File: config.mk
export PLATFORM = sky130hd
export DESIGN_NAME = m_clint
export DESIGN_NICKNAME = d
export VERILOG_FILES = /design/src/rtl/m_clint.sv
export SDC_FILE = /design/constraint.sdc
export NUM_CORES = 1
export LEC_CHECK = 0
export CAP_MARGIN = 20
export CORE_ASPECT_RATIO = 1.25
export CORE_MARGIN = 3
export CORE_UTILIZATION = 65
export CTS_CLUSTER_SIZE = 20
export DETAILED_ROUTE_END_ITERATION = 6
export DONT_BUFFER_PORTS = 1
export PLACE_DENSITY = 0.84
export SLEW_MARGIN = 20
export SYNTH_ARGS = -nofsm -noshare
export SYNTH_HDL_FRONTEND = slang
export SYNTH_SLANG_ARGS = --single-unit
File: constraint.sdc
create_clock -name CLK -period 3.3 [get_ports CLK]
set_input_delay 0.66 -clock CLK [delete_from_list [all_inputs] [get_ports CLK]]
set_output_delay 0.66 -clock CLK [all_outputs]
set_load 0.01 [all_outputs]
File: src/rtl/m_clint.sv
// Core-local interruptor: 64-bit mtime, per-hart mtimecmp and msip, and the timer interrupts.
// Optional mtime prescaler is compiled in with CLINT_PRESCALER_EN.
module m_clint #(
    parameter int N_HARTS  = 1,
    parameter int PRESCALE = 1
) (
    input  logic               CLK,
    input  logic               RST_X,
    input  logic               w_re,
    input  logic               w_we,
    input  logic [15:0]        w_addr,
    input  logic [31:0]        w_wdata,
    output logic [31:0]        w_rdata,
    output logic               w_rvalid,
    output logic [63:0]        w_mtime,
    output logic [N_HARTS-1:0] w_mtip,
    output logic [N_HARTS-1:0] w_msip
);

    logic [63:0]        mtime;
    logic [63:0]        mtimecmp [N_HARTS];
    logic [N_HARTS-1:0] msip;

    // Address decode; bits [1:0] are don't-care.
    logic        in_msip;
    logic        in_cmp;
    logic        cmp_hi;
    logic [11:0] msip_idx;
    logic [10:0] cmp_idx;
    logic        mtime_lo_sel;
    logic        mtime_hi_sel;

    assign in_msip      = (w_addr[15:14] == 2'b00);
    assign in_cmp       = (w_addr[15:14] == 2'b01);
    assign msip_idx     = w_addr[13:2];
    assign cmp_idx      = w_addr[13:3];
    assign cmp_hi       = w_addr[2];
    assign mtime_lo_sel = (w_addr[15:2] == 14'h2FFE);
    assign mtime_hi_sel = (w_addr[15:2] == 14'h2FFF);

    logic [N_HARTS-1:0] msip_we;
    logic [N_HARTS-1:0] cmp_lo_we;
    logic [N_HARTS-1:0] cmp_hi_we;
    logic [31:0]        rd_val;

    always_comb begin
        msip_we   = '0;
        cmp_lo_we = '0;
        cmp_hi_we = '0;
        rd_val    = '0;
        if (mtime_lo_sel) rd_val = mtime[31:0];
        if (mtime_hi_sel) rd_val = mtime[63:32];
        for (int h = 0; h < N_HARTS; h++) begin
            if (in_msip && msip_idx == 12'(h)) begin
                rd_val     = {31'b0, msip[h]};
                msip_we[h] = w_we;
            end
            if (in_cmp && cmp_idx == 11'(h)) begin
                rd_val       = cmp_hi ? mtimecmp[h][63:32] : mtimecmp[h][31:0];
                cmp_lo_we[h] = w_we && !cmp_hi;
                cmp_hi_we[h] = w_we && cmp_hi;
            end
        end
    end

    logic tick;

`ifdef CLINT_PRESCALER_EN
    logic [15:0] pre_cnt;
    logic        unused_addr;

    assign tick        = (pre_cnt == 16'(PRESCALE - 1));
    assign unused_addr = ^w_addr[1:0];

    // Free-running divider; mtime writes deliberately leave its phase alone.
    always_ff @(posedge CLK or negedge RST_X) begin
        if (!RST_X) pre_cnt <= '0;
        else        pre_cnt <= tick ? 16'd0 : pre_cnt + 16'd1;
    end
`else
    logic unused_cfg;

    assign tick       = 1'b1;
    assign unused_cfg = ^{w_addr[1:0], 16'(PRESCALE)};
`endif

    // A write to either half wins over the tick; the other half keeps its pre-increment value.
    always_ff @(posedge CLK or negedge RST_X) begin
        if (!RST_X) begin
            mtime <= '0;
        end else if (w_we && mtime_lo_sel) begin
            mtime <= {mtime[63:32], w_wdata};
        end else if (w_we && mtime_hi_sel) begin
            mtime <= {w_wdata, mtime[31:0]};
        end else if (tick) begin
            mtime <= mtime + 64'd1;
        end
    end

    always_ff @(posedge CLK or negedge RST_X) begin
        if (!RST_X) begin
            for (int h = 0; h < N_HARTS; h++) mtimecmp[h] <= '1;
            msip <= '0;
        end else begin
            for (int h = 0; h < N_HARTS; h++) begin
                if (cmp_lo_we[h]) mtimecmp[h][31:0]  <= w_wdata;
                if (cmp_hi_we[h]) mtimecmp[h][63:32] <= w_wdata;
                if (msip_we[h])   msip[h]            <= w_wdata[0];
            end
        end
    end

    // Compare uses the registered values, so any write shows up on w_mtip one cycle later.
    always_ff @(posedge CLK or negedge RST_X) begin
        if (!RST_X) begin
            w_mtip <= '0;
        end else begin
            for (int h = 0; h < N_HARTS; h++) w_mtip[h] <= (mtime >= mtimecmp[h]);
        end
    end

    always_ff @(posedge CLK or negedge RST_X) begin
        if (!RST_X) begin
            w_rvalid <= 1'b0;
            w_rdata  <= '0;
        end else begin
            w_rvalid <= w_re;
            w_rdata  <= w_re ? rd_val : 32'd0;
        end
    end

    assign w_mtime = mtime;
    assign w_msip  = msip;

endmodule

==> flow_results.xml <==
<?xml version="1.0" encoding="UTF-8"?>
<metrics>
  <group name="clocking">
    <metric name="clock_path_buffers" unit="">2</metric>
    <metric name="cts_repair_resize_count" unit="">0</metric>
    <metric name="clk_pin_slew_worst_paths" unit="ps">60</metric>
    <metric name="ctsHtreeMaxLevel" unit="">4</metric>
    <metric name="cts_sinks" unit="">163</metric>
    <metric name="cts_buffers" unit="">17</metric>
    <metric name="clk-insertion-delay-late" unit="ps">440</metric>
    <metric name="clock_tree_from_tritoncts" unit="">built</metric>
    <metric name="post_cts_buffers" unit="">0</metric>
    <metric name="cts_hold_repair.buffers" unit="">1</metric>
    <metric name="cts.root.buffer_cell" unit="">sky130_fd_sc_hd__clkbuf_16</metric>
  </group>
  <group name="synthesis">
    <metric name="synth_adder_area_share" unit="">0.0830</metric>
    <metric name="seq_area_frac_synth" unit="">0.424</metric>
    <metric name="synth_top_area_cell" unit="">sky130_fd_sc_hd__dfrtp_1</metric>
    <metric name="simple_gate_fraction_of_synth_area" unit="">0.191</metric>
    <metric name="cells_taking_the_most_area_after_synthesis" unit="">sky130_fd_sc_hd__dfrtp_1 (25%), sky130_fd_sc_hd__dfstp_2 (17%), sky130_fd_sc_hd__ha_1 (8.3%)</metric>
    <metric name="avgSynthCellArea" unit="µm²">9.01</metric>
    <metric name="synth_top_family_by_area" unit="">compound AO/OA/AOI/OAI gates</metric>
    <metric name="xor_and_xnor_fraction_of_the_mapped_netlist_area" unit="">0.00268</metric>
    <metric name="synth.lib_cells_used.distinct" unit="">57</metric>
    <metric name="ys_ff_latch" unit="">163</metric>
    <metric name="yosys-mux-area-fraction" unit="">0.0420</metric>
    <metric name="syn_nets" unit="">1204</metric>
    <metric name="post_synth_inst_count" unit="">1087</metric>
    <metric name="synth_top_flop_cell" unit="">sky130_fd_sc_hd__dfrtp_1</metric>
    <metric name="post_synth_instance_area" unit="mm²">0.00980</metric>
    <metric name="synthesis.yosys.warnings" unit="">0</metric>
    <metric name="synth_enable_flop_cells" unit="">0</metric>
    <metric name="synthArstFlopShare" unit="">1.00</metric>
    <metric name="synth-compound-area-share" unit="">0.206</metric>
    <metric name="synthDominantCellAreaShare" unit="">0.253</metric>
  </group>
  <group name="drt">
    <metric name="route.final.wire_length" unit="µm">30000</metric>
    <metric name="post_drt_wl_per_cell" unit="µm">23.5</metric>
    <metric name="vias_per_cell" unit="">7.10</metric>
    <metric name="detailedRoute.firstPassIterationCount" unit="">7</metric>
    <metric name="ant_nets_after_route" unit="">0</metric>
    <metric name="drtIter0Drc" unit="">1242</metric>
    <metric name="route.detailed.drc" unit="">10</metric>
    <metric name="dr_total_vias" unit="">9089</metric>
  </group>
  <group name="final_layout">
    <metric name="flow.area_growth_from_synthesis" unit="%">9.74</metric>
    <metric name="antenna-diode-count" unit="">0</metric>
    <metric name="mostFrequentLayoutCell" unit="">sky130_fd_sc_hd__o21ai_0</metric>
    <metric name="layout_common_cells" unit="">sky130_fd_sc_hd__o21ai_0 (115), sky130_fd_sc_hd__dfrtp_1 (99), sky130_fd_sc_hd__nor2_1 (81)</metric>
    <metric name="share_of_post_route_cells_with_drive_strength_above_1" unit="">0.164</metric>
    <metric name="nets" unit="">1206</metric>
    <metric name="layout.filler_cells" unit="">1024</metric>
    <metric name="fin_cells" unit="">1280</metric>
  </group>
  <group name="worst_setup_path">
    <metric name="worstReg2RegEnd" unit="">w_mtime[46]</metric>
    <metric name="cp.required" unit="ps">3660</metric>
    <metric name="timing.reg2reg.setup_slack" unit="ps">390</metric>
    <metric name="critical_path_peak_fanout" unit="">7</metric>
    <metric name="reg2reg_from" unit="">w_mtime[0]</metric>
    <metric name="cp.arrival" unit="ps">3270</metric>
    <metric name="reg2reg_depth" unit="">8</metric>
    <metric name="critical_path.endpoint_type" unit="">flop</metric>
    <metric name="crit_path_kind" unit="">reg -&gt; reg</metric>
    <metric name="worstSetupStartpointType" unit="">flop</metric>
  </group>
  <group name="placed_design">
    <metric name="place.detailed.instances" unit="">1247</metric>
    <metric name="hpwlAfterDp" unit="µm">20200</metric>
    <metric name="pre_cts_setup_slack" unit="ps">490</metric>
    <metric name="finalWeightedCongestion" unit="">0.904</metric>
    <metric name="buffer_ports.inserted" unit="">0</metric>
  </group>
  <group name="power">
    <metric name="power_density" unit="mW/mm²">408</metric>
    <metric name="vdd_drop_max" unit="mV">0.303</metric>
    <metric name="p_leak" unit="nW">4.61</metric>
    <metric name="power" unit="mW">4.39</metric>
  </group>
  <group name="run_status">
    <metric name="outcome" unit="">finished with violations</metric>
    <metric name="violations" unit="">DRC</metric>
  </group>
  <group name="global_routing">
    <metric name="grt_pass1_wl" unit="µm">47700</metric>
    <metric name="initial_antenna_violation_count" unit="">0</metric>
    <metric name="grt_usage" unit="">0.371</metric>
    <metric name="global_route.overflow_total" unit="">0</metric>
    <metric name="pin_count_of_the_biggest_net_entering_global_routing" unit="">100</metric>
    <metric name="vias_in_the_first_global_route" unit="">9051</metric>
  </group>
  <group name="sta">
    <metric name="clock.fmax" unit="MHz">344</metric>
    <metric name="fin_worst_hold_slack" unit="ps">60.6</metric>
    <metric name="worst_slew_pin_slew" unit="ps">782</metric>
    <metric name="fin_ws" unit="ps">390</metric>
    <metric name="min_period" unit="ps">2910</metric>
    <metric name="final.period_utilization" unit="">0.882</metric>
    <metric name="maxSlewViolCount" unit="">0</metric>
    <metric name="grt_setup_unrepaired" unit="">no</metric>
    <metric name="finClkSkew" unit="ps">8.72</metric>
    <metric name="timing_hold_violations_final" unit="">0</metric>
    <metric name="relative_slew_margins" unit="">0.474</metric>
    <metric name="finalSetupTns" unit="ps">0</metric>
    <metric name="setup_viol" unit="">0</metric>
  </group>
  <group name="die">
    <metric name="initial_utilization" unit="">0.671</metric>
    <metric name="floorplan.die_area" unit="mm²">0.0166</metric>
    <metric name="count_of_boundary_i_o_pins" unit="">151</metric>
    <metric name="rows" unit="">49</metric>
    <metric name="chipHeight" unit="µm">143</metric>
    <metric name="design.core.area" unit="mm²">0.0146</metric>
    <metric name="die_width" unit="µm">116</metric>
  </group>
  <group name="job">
    <metric name="cap_viol_max_count" unit="">0</metric>
  </group>
  <group name="min_path">
    <metric name="hold_path.class" unit="">in -&gt; async</metric>
  </group>
</metrics>
power by group:
part / total, mW / internal [mW] / switching [mW] / leakage [nW]
Clock: 2.00 / 1.23 / 0.769 / 0.292
Combinational: 0.215 / 0.0819 / 0.133 / 2.46
Sequential: 2.17 / 2.05 / 0.124 / 1.86
metrics by stage:
step | util | cell area (µm²)
final | 0.737 | 10800
after global routing | 0.737 | 10800
after CTS | 0.737 | 10700
after detailed placement | 0.694 | 10100
after global placement | 0.694 | 10100
after floorplan | - | 9800
Yosys cell counts (all sizes together) (2+ instances only):
library cell and instances:
or3 3, mux2 33, o21ai 115, ha 65, nor3b 2, nand3b 2, a311oi 5, o32ai 7
nor4 14, nand2 79, a221oi 2, and4 6, nand3 53, a221o 2, o21a 4, dfrtp 99
xor2 2, nor2b 4, and3 19, nor3 23, nor2 82, clkbuf 56, a21oi 64, o211ai 2
a21o 8, nand4 25, nand2b 3, a211o 13, and2 39, or2 3, o22ai 6, inv 75
a31oi 5, a211oi 21, mux2i 4, a22oi 65, dfstp 64
flip-flops by register name (all words and copies together), names as in the netlist:
| register | count |
|---|---|
| mtimecmp | 64 |
| w_msip | 1 |
| w_mtime | 64 |
| w_mtip | 1 |
| w_rdata | 32 |
| w_rvalid | 1 |
kinds of logic after synthesis:
logic type,Yosys count
and+or+nand+nor,363
AOI/OAI and AO/OA,324
DFF,163
buffers and inverters,132
adders and majority gates,65
muxes,37
xor gates and xnor gates,3
worst max path at each step:
stage	start	endpoint	slack (ps)	cells past startpoint
after floorplan	w_addr[14]	w_mtime[50]	670	9
after global placement	w_mtime[0]	w_mtime[42]	540	8
after detailed placement	w_mtime[0]	w_mtime[42]	490	8
after CTS	w_mtime[0]	w_mtime[46]	450	8
after global routing	w_mtime[0]	w_mtime[42]	230	8
final	w_mtime[0]	w_mtime[46]	390	8
worst max-delay path, stage by stage (launching register included):
cell and delay, ps:
sky130_fd_sc_hd__dfrtp_1 550, sky130_fd_sc_hd__ha_1 250, sky130_fd_sc_hd__and3_1 320, sky130_fd_sc_hd__and4_1 250, sky130_fd_sc_hd__or4bb_2 700, sky130_fd_sc_hd__nor3_1 330
sky130_fd_sc_hd__nand2_1 130, sky130_fd_sc_hd__xor2_1 150, sky130_fd_sc_hd__a21oi_1 160
area by class of cell:
type,count,area (µm²),share of cell area
Clock buffer,29,531,0.0493
Clock inverter,3,65.1,0.00605
Inverter,75,282,0.0262
Multi-Input combinational cell,792,5160,0.480
Sequential cell,163,4160,0.387
Tap cell,178,223,0.0207
Timing Repair Buffer,40,333,0.0310
metal layers:
metal	wire length (µm)	vias up	GRT usage
li1	-	3989	-
met1	10900	4324	0.459
met4	1430	0	0.172
met5	0	-	0
met3	3310	155	0.108
met2	14400	621	0.600
Power figures use the tool's default switching activity.
